[config.mk]
export PLATFORM = sky130hd
export DESIGN_NAME = jtag_dr_bank_flat
export DESIGN_NICKNAME = d
export VERILOG_FILES = /design/src/rtl/jtag_dr_bank_if.sv /design/src/rtl/jtag_dr_bank.sv /design/src/flat_wrapper.sv
export SDC_FILE = /design/constraint.sdc
export NUM_CORES = 1
export LEC_CHECK = 0
export CAP_MARGIN = 20
export CORE_MARGIN = 8
export CORE_UTILIZATION = 49
export CTS_BUF_LIST = sky130_fd_sc_hd__clkbuf_8
export DETAILED_ROUTE_END_ITERATION = 12
export GPL_TIMING_DRIVEN = 1
export PLACE_DENSITY = 0.79
export SLEW_MARGIN = 20
export SYNTH_ARGS = -nofsm -noshare
export SYNTH_HDL_FRONTEND = slang
export SYNTH_SLANG_ARGS = --single-unit
[constraint.sdc]
create_clock -name TCK -period 1.9 [get_ports TCK]
set_input_delay 0.19 -clock TCK [delete_from_list [all_inputs] [get_ports TCK]]
set_output_delay 0.19 -clock TCK [all_outputs]
set_load 0.005 [all_outputs]
[src/rtl/jtag_dr_bank_if.sv]
// TAP-side signals of the data-register bank: serial data, DR control strobes,
// decoded instruction selects and the retimed serial output.
interface jtag_dr_bank_if;
  logic TDI;
  logic CAPTUREDR;
  logic SHIFTDR;
  logic UPDATEDR;
  logic IDCODE_SELECT;
  logic BYPASS_SELECT;
  logic SAMPLE_SELECT;
  logic EXTEST_SELECT;
  logic INTEST_SELECT;
  logic USERCODE_SELECT;
  logic RUNBIST_SELECT;
  logic TDO;

  // TAP controller / instruction decoder side
  modport master (
    output TDI, CAPTUREDR, SHIFTDR, UPDATEDR,
    output IDCODE_SELECT, BYPASS_SELECT, SAMPLE_SELECT, EXTEST_SELECT,
    output INTEST_SELECT, USERCODE_SELECT, RUNBIST_SELECT,
    input  TDO
  );

  // Data-register bank side
  modport slave (
    input  TDI, CAPTUREDR, SHIFTDR, UPDATEDR,
    input  IDCODE_SELECT, BYPASS_SELECT, SAMPLE_SELECT, EXTEST_SELECT,
    input  INTEST_SELECT, USERCODE_SELECT, RUNBIST_SELECT,
    output TDO
  );
endinterface

[src/rtl/jtag_dr_bank.sv]
// JTAG data-register bank: BYPASS, IDCODE, USERCODE, RUNBIST status and a
// boundary-scan register with update stage, shift-length checking and negedge TDO.
module jtag_dr_bank #(
  parameter int              ID_W     = 8,
  parameter logic [ID_W-1:0] ID_VALUE = 8'hA1,
  parameter int              UC_W     = 8,
  parameter logic [UC_W-1:0] UC_RESET = 8'h01,
  parameter int              IO_N     = 4,
  parameter int              CL_N     = 4,
  parameter int              BIST_W   = 16,
  parameter int              CNT_W    = 8
) (
  input  logic              TCK,
  input  logic              TRST,
  jtag_dr_bank_if.slave     tap,
  input  logic [IO_N-1:0]   PIN_IN,
  input  logic [CL_N-1:0]   CORE_IN,
  input  logic [IO_N-1:0]   PIN_FUNC,
  input  logic [CL_N-1:0]   CORE_FUNC,
  input  logic [BIST_W-1:0] BIST_DATA,
  output logic [IO_N-1:0]   PIN_OUT,
  output logic [CL_N-1:0]   CORE_OUT,
  output logic [UC_W-1:0]   UR_OUT,
  output logic              LEN_ERR
);

  localparam int BSR_W = IO_N + CL_N + 2;
  localparam int UPD_W = IO_N + CL_N;

  localparam logic [CNT_W-1:0] LEN_USER = CNT_W'(UC_W);
  localparam logic [CNT_W-1:0] LEN_BSR  = CNT_W'(BSR_W);

  typedef enum logic [2:0] {
    DR_BYPASS,
    DR_IDCODE,
    DR_USERCODE,
    DR_RUNBIST,
    DR_EXTEST,
    DR_INTEST,
    DR_SAMPLE
  } dr_sel_e;

  dr_sel_e            dr_sel;
  logic               bypass_sr;
  logic [ID_W-1:0]    id_sr;
  logic [UC_W-1:0]    uc_sr;
  logic [BIST_W-1:0]  bist_sr;
  logic [BSR_W-1:0]   bsr_sr;
  logic [BSR_W-1:0]   bsr_cap;
  // Update stage holds {pin field, core field}; the marker bits never leave the chain.
  logic [UPD_W-1:0]   bsr_upd;
  logic [CNT_W-1:0]   shift_cnt;
  logic               tdo_bit;
  logic               tdo_q;

  // Fixed instruction priority; no select at all falls through to BYPASS.
  // NOTE: every always_comb output gets a default first so no latch is inferred.
  always_comb begin
    dr_sel = DR_BYPASS;
    if      (tap.IDCODE_SELECT)   dr_sel = DR_IDCODE;
    else if (tap.USERCODE_SELECT) dr_sel = DR_USERCODE;
    else if (tap.RUNBIST_SELECT)  dr_sel = DR_RUNBIST;
    else if (tap.EXTEST_SELECT)   dr_sel = DR_EXTEST;
    else if (tap.INTEST_SELECT)   dr_sel = DR_INTEST;
    else if (tap.SAMPLE_SELECT)   dr_sel = DR_SAMPLE;
  end

  // INTEST recirculates the pin field already sitting in the update stage.
  always_comb begin
    bsr_cap = {PIN_IN, CORE_IN, 2'b01};
    if (dr_sel == DR_INTEST) begin
      bsr_cap = {bsr_upd[CL_N +: IO_N], CORE_IN, 2'b01};
    end
  end

  // NOTE: TRST is sampled synchronously, and all state uses non-blocking assignments.
  always_ff @(posedge TCK) begin
    if (TRST) begin
      bypass_sr <= 1'b0;
      id_sr     <= '0;
      uc_sr     <= '0;
      bist_sr   <= '0;
      bsr_sr    <= '0;
      bsr_upd   <= '0;
      UR_OUT    <= UC_RESET;
      shift_cnt <= '0;
      LEN_ERR   <= 1'b0;
    end else if (tap.CAPTUREDR) begin
      shift_cnt <= '0;
      if (tap.IDCODE_SELECT) LEN_ERR <= 1'b0;
      unique case (dr_sel)
        DR_IDCODE:   id_sr     <= ID_VALUE;
        DR_USERCODE: uc_sr     <= UR_OUT;
        DR_RUNBIST:  bist_sr   <= BIST_DATA;
        DR_EXTEST,
        DR_INTEST,
        DR_SAMPLE:   bsr_sr    <= bsr_cap;
        default:     bypass_sr <= 1'b0;
      endcase
    end else if (tap.SHIFTDR) begin
      if (shift_cnt != '1) shift_cnt <= shift_cnt + 1'b1;
      unique case (dr_sel)
        DR_IDCODE:   id_sr     <= {tap.TDI, id_sr[ID_W-1:1]};
        DR_USERCODE: uc_sr     <= {tap.TDI, uc_sr[UC_W-1:1]};
        DR_RUNBIST:  bist_sr   <= {tap.TDI, bist_sr[BIST_W-1:1]};
        DR_EXTEST,
        DR_INTEST,
        DR_SAMPLE:   bsr_sr    <= {tap.TDI, bsr_sr[BSR_W-1:1]};
        default:     bypass_sr <= tap.TDI;
      endcase
    end else if (tap.UPDATEDR) begin
      // A short or long shift leaves the target untouched and raises the sticky flag.
      unique case (dr_sel)
        DR_USERCODE: begin
          if (shift_cnt == LEN_USER) UR_OUT  <= uc_sr;
          else                       LEN_ERR <= 1'b1;
        end
        DR_EXTEST,
        DR_INTEST,
        DR_SAMPLE: begin
          if (shift_cnt == LEN_BSR) bsr_upd <= bsr_sr[BSR_W-1:2];
          else                      LEN_ERR <= 1'b1;
        end
        default: ;
      endcase
    end
  end

  always_comb begin
    tdo_bit = bypass_sr;
    unique case (dr_sel)
      DR_IDCODE:   tdo_bit = id_sr[0];
      DR_USERCODE: tdo_bit = uc_sr[0];
      DR_RUNBIST:  tdo_bit = bist_sr[0];
      DR_EXTEST,
      DR_INTEST,
      DR_SAMPLE:   tdo_bit = bsr_sr[0];
      default:     tdo_bit = bypass_sr;
    endcase
  end

  // Retiming on the falling edge gives the far end a half cycle of setup.
  always_ff @(negedge TCK) begin
    if (TRST) begin
      tdo_q <= 1'b0;
    end else if (tap.SHIFTDR) begin
      tdo_q <= tdo_bit;
    end
  end

  assign tap.TDO = tdo_q;

  // Drives follow the raw selects, so changing instruction switches them at once.
  assign PIN_OUT  = tap.EXTEST_SELECT ? bsr_upd[CL_N +: IO_N] : PIN_FUNC;
  assign CORE_OUT = tap.INTEST_SELECT ? bsr_upd[0 +: CL_N]    : CORE_FUNC;

endmodule

[src/flat_wrapper.sv]
// flat-port wrapper written by rule: the top's interface ports become plain ports
module jtag_dr_bank_flat 
#(
  parameter int              ID_W     = 8,
  parameter logic [ID_W-1:0] ID_VALUE = 8'hA1,
  parameter int              UC_W     = 8,
  parameter logic [UC_W-1:0] UC_RESET = 8'h01,
  parameter int              IO_N     = 4,
  parameter int              CL_N     = 4,
  parameter int              BIST_W   = 16,
  parameter int              CNT_W    = 8
)
  (TCK, TRST, PIN_IN, CORE_IN, PIN_FUNC, CORE_FUNC, BIST_DATA, PIN_OUT, CORE_OUT, UR_OUT, LEN_ERR, tap_TDI, tap_CAPTUREDR, tap_SHIFTDR, tap_UPDATEDR, tap_IDCODE_SELECT, tap_BYPASS_SELECT, tap_SAMPLE_SELECT, tap_EXTEST_SELECT, tap_INTEST_SELECT, tap_USERCODE_SELECT, tap_RUNBIST_SELECT, tap_TDO);
  jtag_dr_bank_if tap_i ();
  input  logic TCK;
  input  logic TRST;
  input  logic [IO_N-1:0] PIN_IN;
  input  logic [CL_N-1:0] CORE_IN;
  input  logic [IO_N-1:0] PIN_FUNC;
  input  logic [CL_N-1:0] CORE_FUNC;
  input  logic [BIST_W-1:0] BIST_DATA;
  output logic [IO_N-1:0] PIN_OUT;
  output logic [CL_N-1:0] CORE_OUT;
  output logic [UC_W-1:0] UR_OUT;
  output logic LEN_ERR;
  input wire logic [$bits(tap_i.TDI)-1:0] tap_TDI;
  input wire logic [$bits(tap_i.CAPTUREDR)-1:0] tap_CAPTUREDR;
  input wire logic [$bits(tap_i.SHIFTDR)-1:0] tap_SHIFTDR;
  input wire logic [$bits(tap_i.UPDATEDR)-1:0] tap_UPDATEDR;
  input wire logic [$bits(tap_i.IDCODE_SELECT)-1:0] tap_IDCODE_SELECT;
  input wire logic [$bits(tap_i.BYPASS_SELECT)-1:0] tap_BYPASS_SELECT;
  input wire logic [$bits(tap_i.SAMPLE_SELECT)-1:0] tap_SAMPLE_SELECT;
  input wire logic [$bits(tap_i.EXTEST_SELECT)-1:0] tap_EXTEST_SELECT;
  input wire logic [$bits(tap_i.INTEST_SELECT)-1:0] tap_INTEST_SELECT;
  input wire logic [$bits(tap_i.USERCODE_SELECT)-1:0] tap_USERCODE_SELECT;
  input wire logic [$bits(tap_i.RUNBIST_SELECT)-1:0] tap_RUNBIST_SELECT;
  output wire logic [$bits(tap_i.TDO)-1:0] tap_TDO;
  assign tap_i.TDI = tap_TDI;
  assign tap_i.CAPTUREDR = tap_CAPTUREDR;
  assign tap_i.SHIFTDR = tap_SHIFTDR;
  assign tap_i.UPDATEDR = tap_UPDATEDR;
  assign tap_i.IDCODE_SELECT = tap_IDCODE_SELECT;
  assign tap_i.BYPASS_SELECT = tap_BYPASS_SELECT;
  assign tap_i.SAMPLE_SELECT = tap_SAMPLE_SELECT;
  assign tap_i.EXTEST_SELECT = tap_EXTEST_SELECT;
  assign tap_i.INTEST_SELECT = tap_INTEST_SELECT;
  assign tap_i.USERCODE_SELECT = tap_USERCODE_SELECT;
  assign tap_i.RUNBIST_SELECT = tap_RUNBIST_SELECT;
  assign tap_TDO = tap_i.TDO;
  jtag_dr_bank #(.ID_W(ID_W), .ID_VALUE(ID_VALUE), .UC_W(UC_W), .UC_RESET(UC_RESET), .IO_N(IO_N), .CL_N(CL_N), .BIST_W(BIST_W), .CNT_W(CNT_W)) u_core (.TCK(TCK), .TRST(TRST), .tap(tap_i), .PIN_IN(PIN_IN), .CORE_IN(CORE_IN), .PIN_FUNC(PIN_FUNC), .CORE_FUNC(CORE_FUNC), .BIST_DATA(BIST_DATA), .PIN_OUT(PIN_OUT), .CORE_OUT(CORE_OUT), .UR_OUT(UR_OUT), .LEN_ERR(LEN_ERR));
endmodule
==> tab_implementation.tex <==
\begin{tabular}{lr}
\hline
Metric & Value \\
\hline
\multicolumn{2}{l}{\textbf{Outcome}} \\
Run status & finished, violations left \\
Violations in the final reports & setup timing \\
\multicolumn{2}{l}{\textbf{Critical path}} \\
Capturing point of the worst reg2reg path & u\_core.tap.TDO \\
Required arrival time at the worst endpoint & 1250 ps \\
R2R Path Start & u\_core.bsr\_sr[0] \\
Register-to-register setup slack & -130 ps \\
Worst setup path class & flop to flop \\
Gate family responsible for the most delay along the worst path & simple AND/OR/NAND/NOR gates \\
Slowest stage cell on the critical path & or3b\_4 \\
Delay of the slowest critical-path stage & 370 ps \\
Crit Path Max Fanout & 2 \\
Sort of element at the start of the critical path & flop \\
CP cell instances & or3b\_4 -> a2bb2oi\_2 -> o31ai\_1 -> a21oi\_1 \\
Data arrival, critical path & 1380 ps \\
Number of cell instances on the worst register-to-register path & 4 \\
Buf/Inv on CP & 0 \\
Kind of end point of the critical path & flop \\
\multicolumn{2}{l}{\textbf{STA}} \\
Normalized max-slew margin & 63.19\% \\
Slew Viols, Final & 0 \\
Unrepaired setup endpoints after global routing & yes \\
Final worst slack & -133.0 ps \\
Measured slew at the worst slew-check pin & 552.1 ps \\
Number of hold-slack violations in the final timing report & 0 \\
Final setup TNS & -204.8 ps \\
Total of endpoints with negative setup slack in the final report & 2 \\
Worst clock skew & 42.92 ps \\
\multicolumn{2}{l}{\textbf{Route}} \\
Total vias in the final route & 3005 \\
Number of DRC markers in iteration 0 & 165 \\
Post-DR wirelength/cell & 15.60 um \\
\# DRC & 0 \\
Detailed-route wire length & 8424 um \\
Number of vias per cell & 5.565 \\
Final ANT Viol Nets & 0 \\
Number of optimization iterations in the first detailed-route pass & 5 \\
\multicolumn{2}{l}{\textbf{Yosys}} \\
Multiplexer area fraction after synthesis & 15.95\% \\
Number of synthesized flops with an enable pin & 0 \\
Dominant combinational cell family by area after synthesis & simple AND/OR/NAND/NOR gates \\
Flip-flop and latch count after synthesis & 69 \\
Xor and xnor area share after synthesis & 0.5218\% \\
Adder and majority cell fraction of the synthesized area & 1.118\% \\
Netlist cell types & 43 \\
Simple-Gate Fraction of Synth Area & 21.92\% \\
Post-Synthesis Cells & 382 \\
Cell accounting for the most synthesized area & dfxtp\_1 \\
Part of the Yosys area used for sequential elements & 41.15\% \\
Syn Nets & 430 \\
Top area cells in the synthesized netlist & dfxtp\_1, mux2i\_1, nor2\_1, a211oi\_1, nand2b\_1 \\
Synthesized-area fraction occupied by ao, oa, aoi and oai cells & 14.72\% \\
Average size of a mapped cell & 8.788 um\^{}2 \\
Ys flop type & dfxtp\_1 \\
Warning count from the yosys run & 0 \\
Syn Std Cell Area & 3357 um\^{}2 \\
Share of flip-flops with an asynchronous set or reset & 0\% \\
Synth top area share & 41.15\% \\
\multicolumn{2}{l}{\textbf{Global route}} \\
Initial antenna violation count & 0 \\
Largest net degree at the start of global routing & 39 \\
Wire length of the first global-routing pass & 13900 um \\
Number of global-route vias before repair & 2956 \\
GRT Overall Usage & 17.34\% \\
Total grt overflow & 0 \\
\multicolumn{2}{l}{\textbf{Die}} \\
Die extent in x & 98.77 um \\
Area of the placeable core & 6719 um\^{}2 \\
Floorplan die area & 9756 um\^{}2 \\
\# rows & 30 \\
Initial cell density of the core & 49.96\% \\
Io pins & 63 \\
DIE HEIGHT & 98.77 um \\
\multicolumn{2}{l}{\textbf{Run}} \\
Number of violations of the max-capacitance limit & 0 \\
\multicolumn{2}{l}{\textbf{Finish}} \\
Count of fill cells added during filler insertion & 553 \\
Number of nets in the layout & 503 \\
Summed area of non-filler cells in the final layout & 4424 um\^{}2 \\
ANT cells & 0 \\
Share of layout cells above drive strength 1 & 15.43\% \\
Area growth syn-to-layout & 31.79\% \\
\multicolumn{2}{l}{\textbf{CTS}} \\
Clock tree root driver cell & clkbuf\_8 \\
Max Root-Sink Buffers & 2 \\
Number of H-tree branching levels & 3 \\
Worst-skew pair later-pin latency & 370 ps \\
Number of sinks handled by clock tree synthesis & 69 \\
Clock tree from TritonCTS & done \\
Clock-pin slew of the registers on the worst-case setup and hold paths & 80 ps \\
Number of buffers created by CTS & 9 \\
Hold\_buf cts & 0 \\
\multicolumn{2}{l}{\textbf{Place}} \\
Final weighted congestion of routability-driven global placement & 0.8282 \\
Post-detailed-placement half-perimeter wirelength & 5841 um \\
Number of port buffers & 61 \\
Placement-stage cell area & 4184 um\^{}2 \\
\multicolumn{2}{l}{\textbf{Min path}} \\
Min-Delay Path Depth & 2 \\
HP Start & TRST \\
Worst hold endpoint & u\_core.bypass\_sr \\
Hold crit path type & input port to flop \\
\multicolumn{2}{l}{\textbf{Power}} \\
Maximum VDD drop & 0.0005867 V \\
Power density relative to cell area & 740.6 nW/um\^{}2 \\
Leakage power total & 1.691 nW \\
Overall power consumption & 0.003277 W \\
\hline
\end{tabular}
==> cell type report <==
| type | count | area (um^2) | share of cell area, % |
|---|---|---|---|
| timing repair buffer | 92 | 852.1 | 19.26 |
| sequential | 69 | 1384 | 31.28 |
| clock buffer | 11 | 151.4 | 3.422 |
| multi-input combinational | 276 | 1837 | 41.52 |
| tap | 80 | 100.1 | 2.262 |
| clock inverter | 6 | 77.57 | 1.753 |
| inverter | 6 | 22.52 | 0.5091 |
==> worst max-delay path by stage <==
stage / start / to / slack (ps) / depth (start not counted)
2_1_floorplan: tap_IDCODE_SELECT / u_core.tap.TDO / -290 / 6
3_3_place_gp: tap_INTEST_SELECT / u_core.tap.TDO / -640 / 6
3_5_place_dp: tap_INTEST_SELECT / u_core.tap.TDO / -680 / 6
4_1_cts: u_core.bsr_sr[0] / u_core.tap.TDO / -130 / 4
5_1_grt: u_core.bsr_sr[0] / u_core.tap.TDO / -170 / 4
6_report: u_core.bsr_sr[0] / u_core.tap.TDO / -130 / 4
==> per-stage QoR <==
step           cells  hold WS (ps)  setup WS, ps  utilization, %
2_1_floorplan    382         355.0        -294.8               -
3_3_place_gp     523         442.1        -643.3           62.27
3_5_place_dp     523         452.6        -681.9           62.27
4_1_cts          540         103.1        -134.4           65.85
5_1_grt          540         117.9        -169.0           65.85
6_report         540         117.1        -133.0           65.85
==> state kept, by name, summed over array words and instances (netlist names) <==
signal            flops
u_core.LEN_ERR        1
u_core.bsr_upd        8
u_core.uc_sr          8
u_core.bypass_sr      1
u_core.UR_OUT         8
u_core.tap.TDO        1
u_core.shift_cnt      8
u_core.id_sr          8
u_core.bsr_sr        10
u_core.bist_sr       16
==> power breakdown <==
group          switching, W  internal [W]
clock network      0.000551      0.000805
registers         0.0000299       0.00149
logic              0.000179      0.000222
total              0.000761       0.00252
==> metal layers <==
| metal | share of wire (%) | vias to the layer above | routed length (um) | GRT usage (%) |
|---|---|---|---|---|
| met5 | 0 | - | 0 | 0 |
| met4 | 0.84 | 0 | 71 | 6.494 |
| met3 | 5.2 | 8 | 440 | 3.735 |
| met2 | 48 | 70 | 4056 | 28.74 |
| met1 | 46 | 1426 | 3856 | 21.43 |
| li1 | - | 1501 | - | - |
==> cells in the final DEF, fill, tap and decap left out, drive strengths merged, types with 9 or more instances in the layout <==
cell / instances
nand2: 10
mux2i: 43
mux2: 9
buf: 34
a211oi: 27
nor3: 11
clkdlybuf4s50: 52
dfxtp: 69
nand2b: 25
clkbuf: 11
a21oi: 20
nor2: 65
==> synthesized netlist by cell type, drive strengths merged (8+ instances only) <==
| cell type | n |
|---|---|
| nand2b | 25 |
| o21ai | 8 |
| nor2 | 65 |
| mux2 | 9 |
| nand3 | 8 |
| dfxtp | 69 |
| a21oi | 20 |
| nand2 | 10 |
| mux2i | 43 |
| clkbuf | 27 |
| nor3 | 11 |
| a211oi | 27 |
==> kinds of logic (layout without fill, tap and decap cells) <==
family	count (synthesis)	count (layout)
compound gates	74	74
xor+xnor	2	2
mux	52	52
flops	69	69
buf+inv	37	115
simple gates	145	145
fa+ha+maj	3	3
==> what timing repair did <==
| action | 4_1_cts | 5_1_grt |
|---|---|---|
| setup endpoints to repair | 3 | 3 |
| buffers inserted | 1 | 0 |
| pin swaps | 4 | 2 |
| resized for setup | 16 | 0 |
| endpoints found under the hold margin | 0 | 0 |
(Power assumes the default switching activity.)
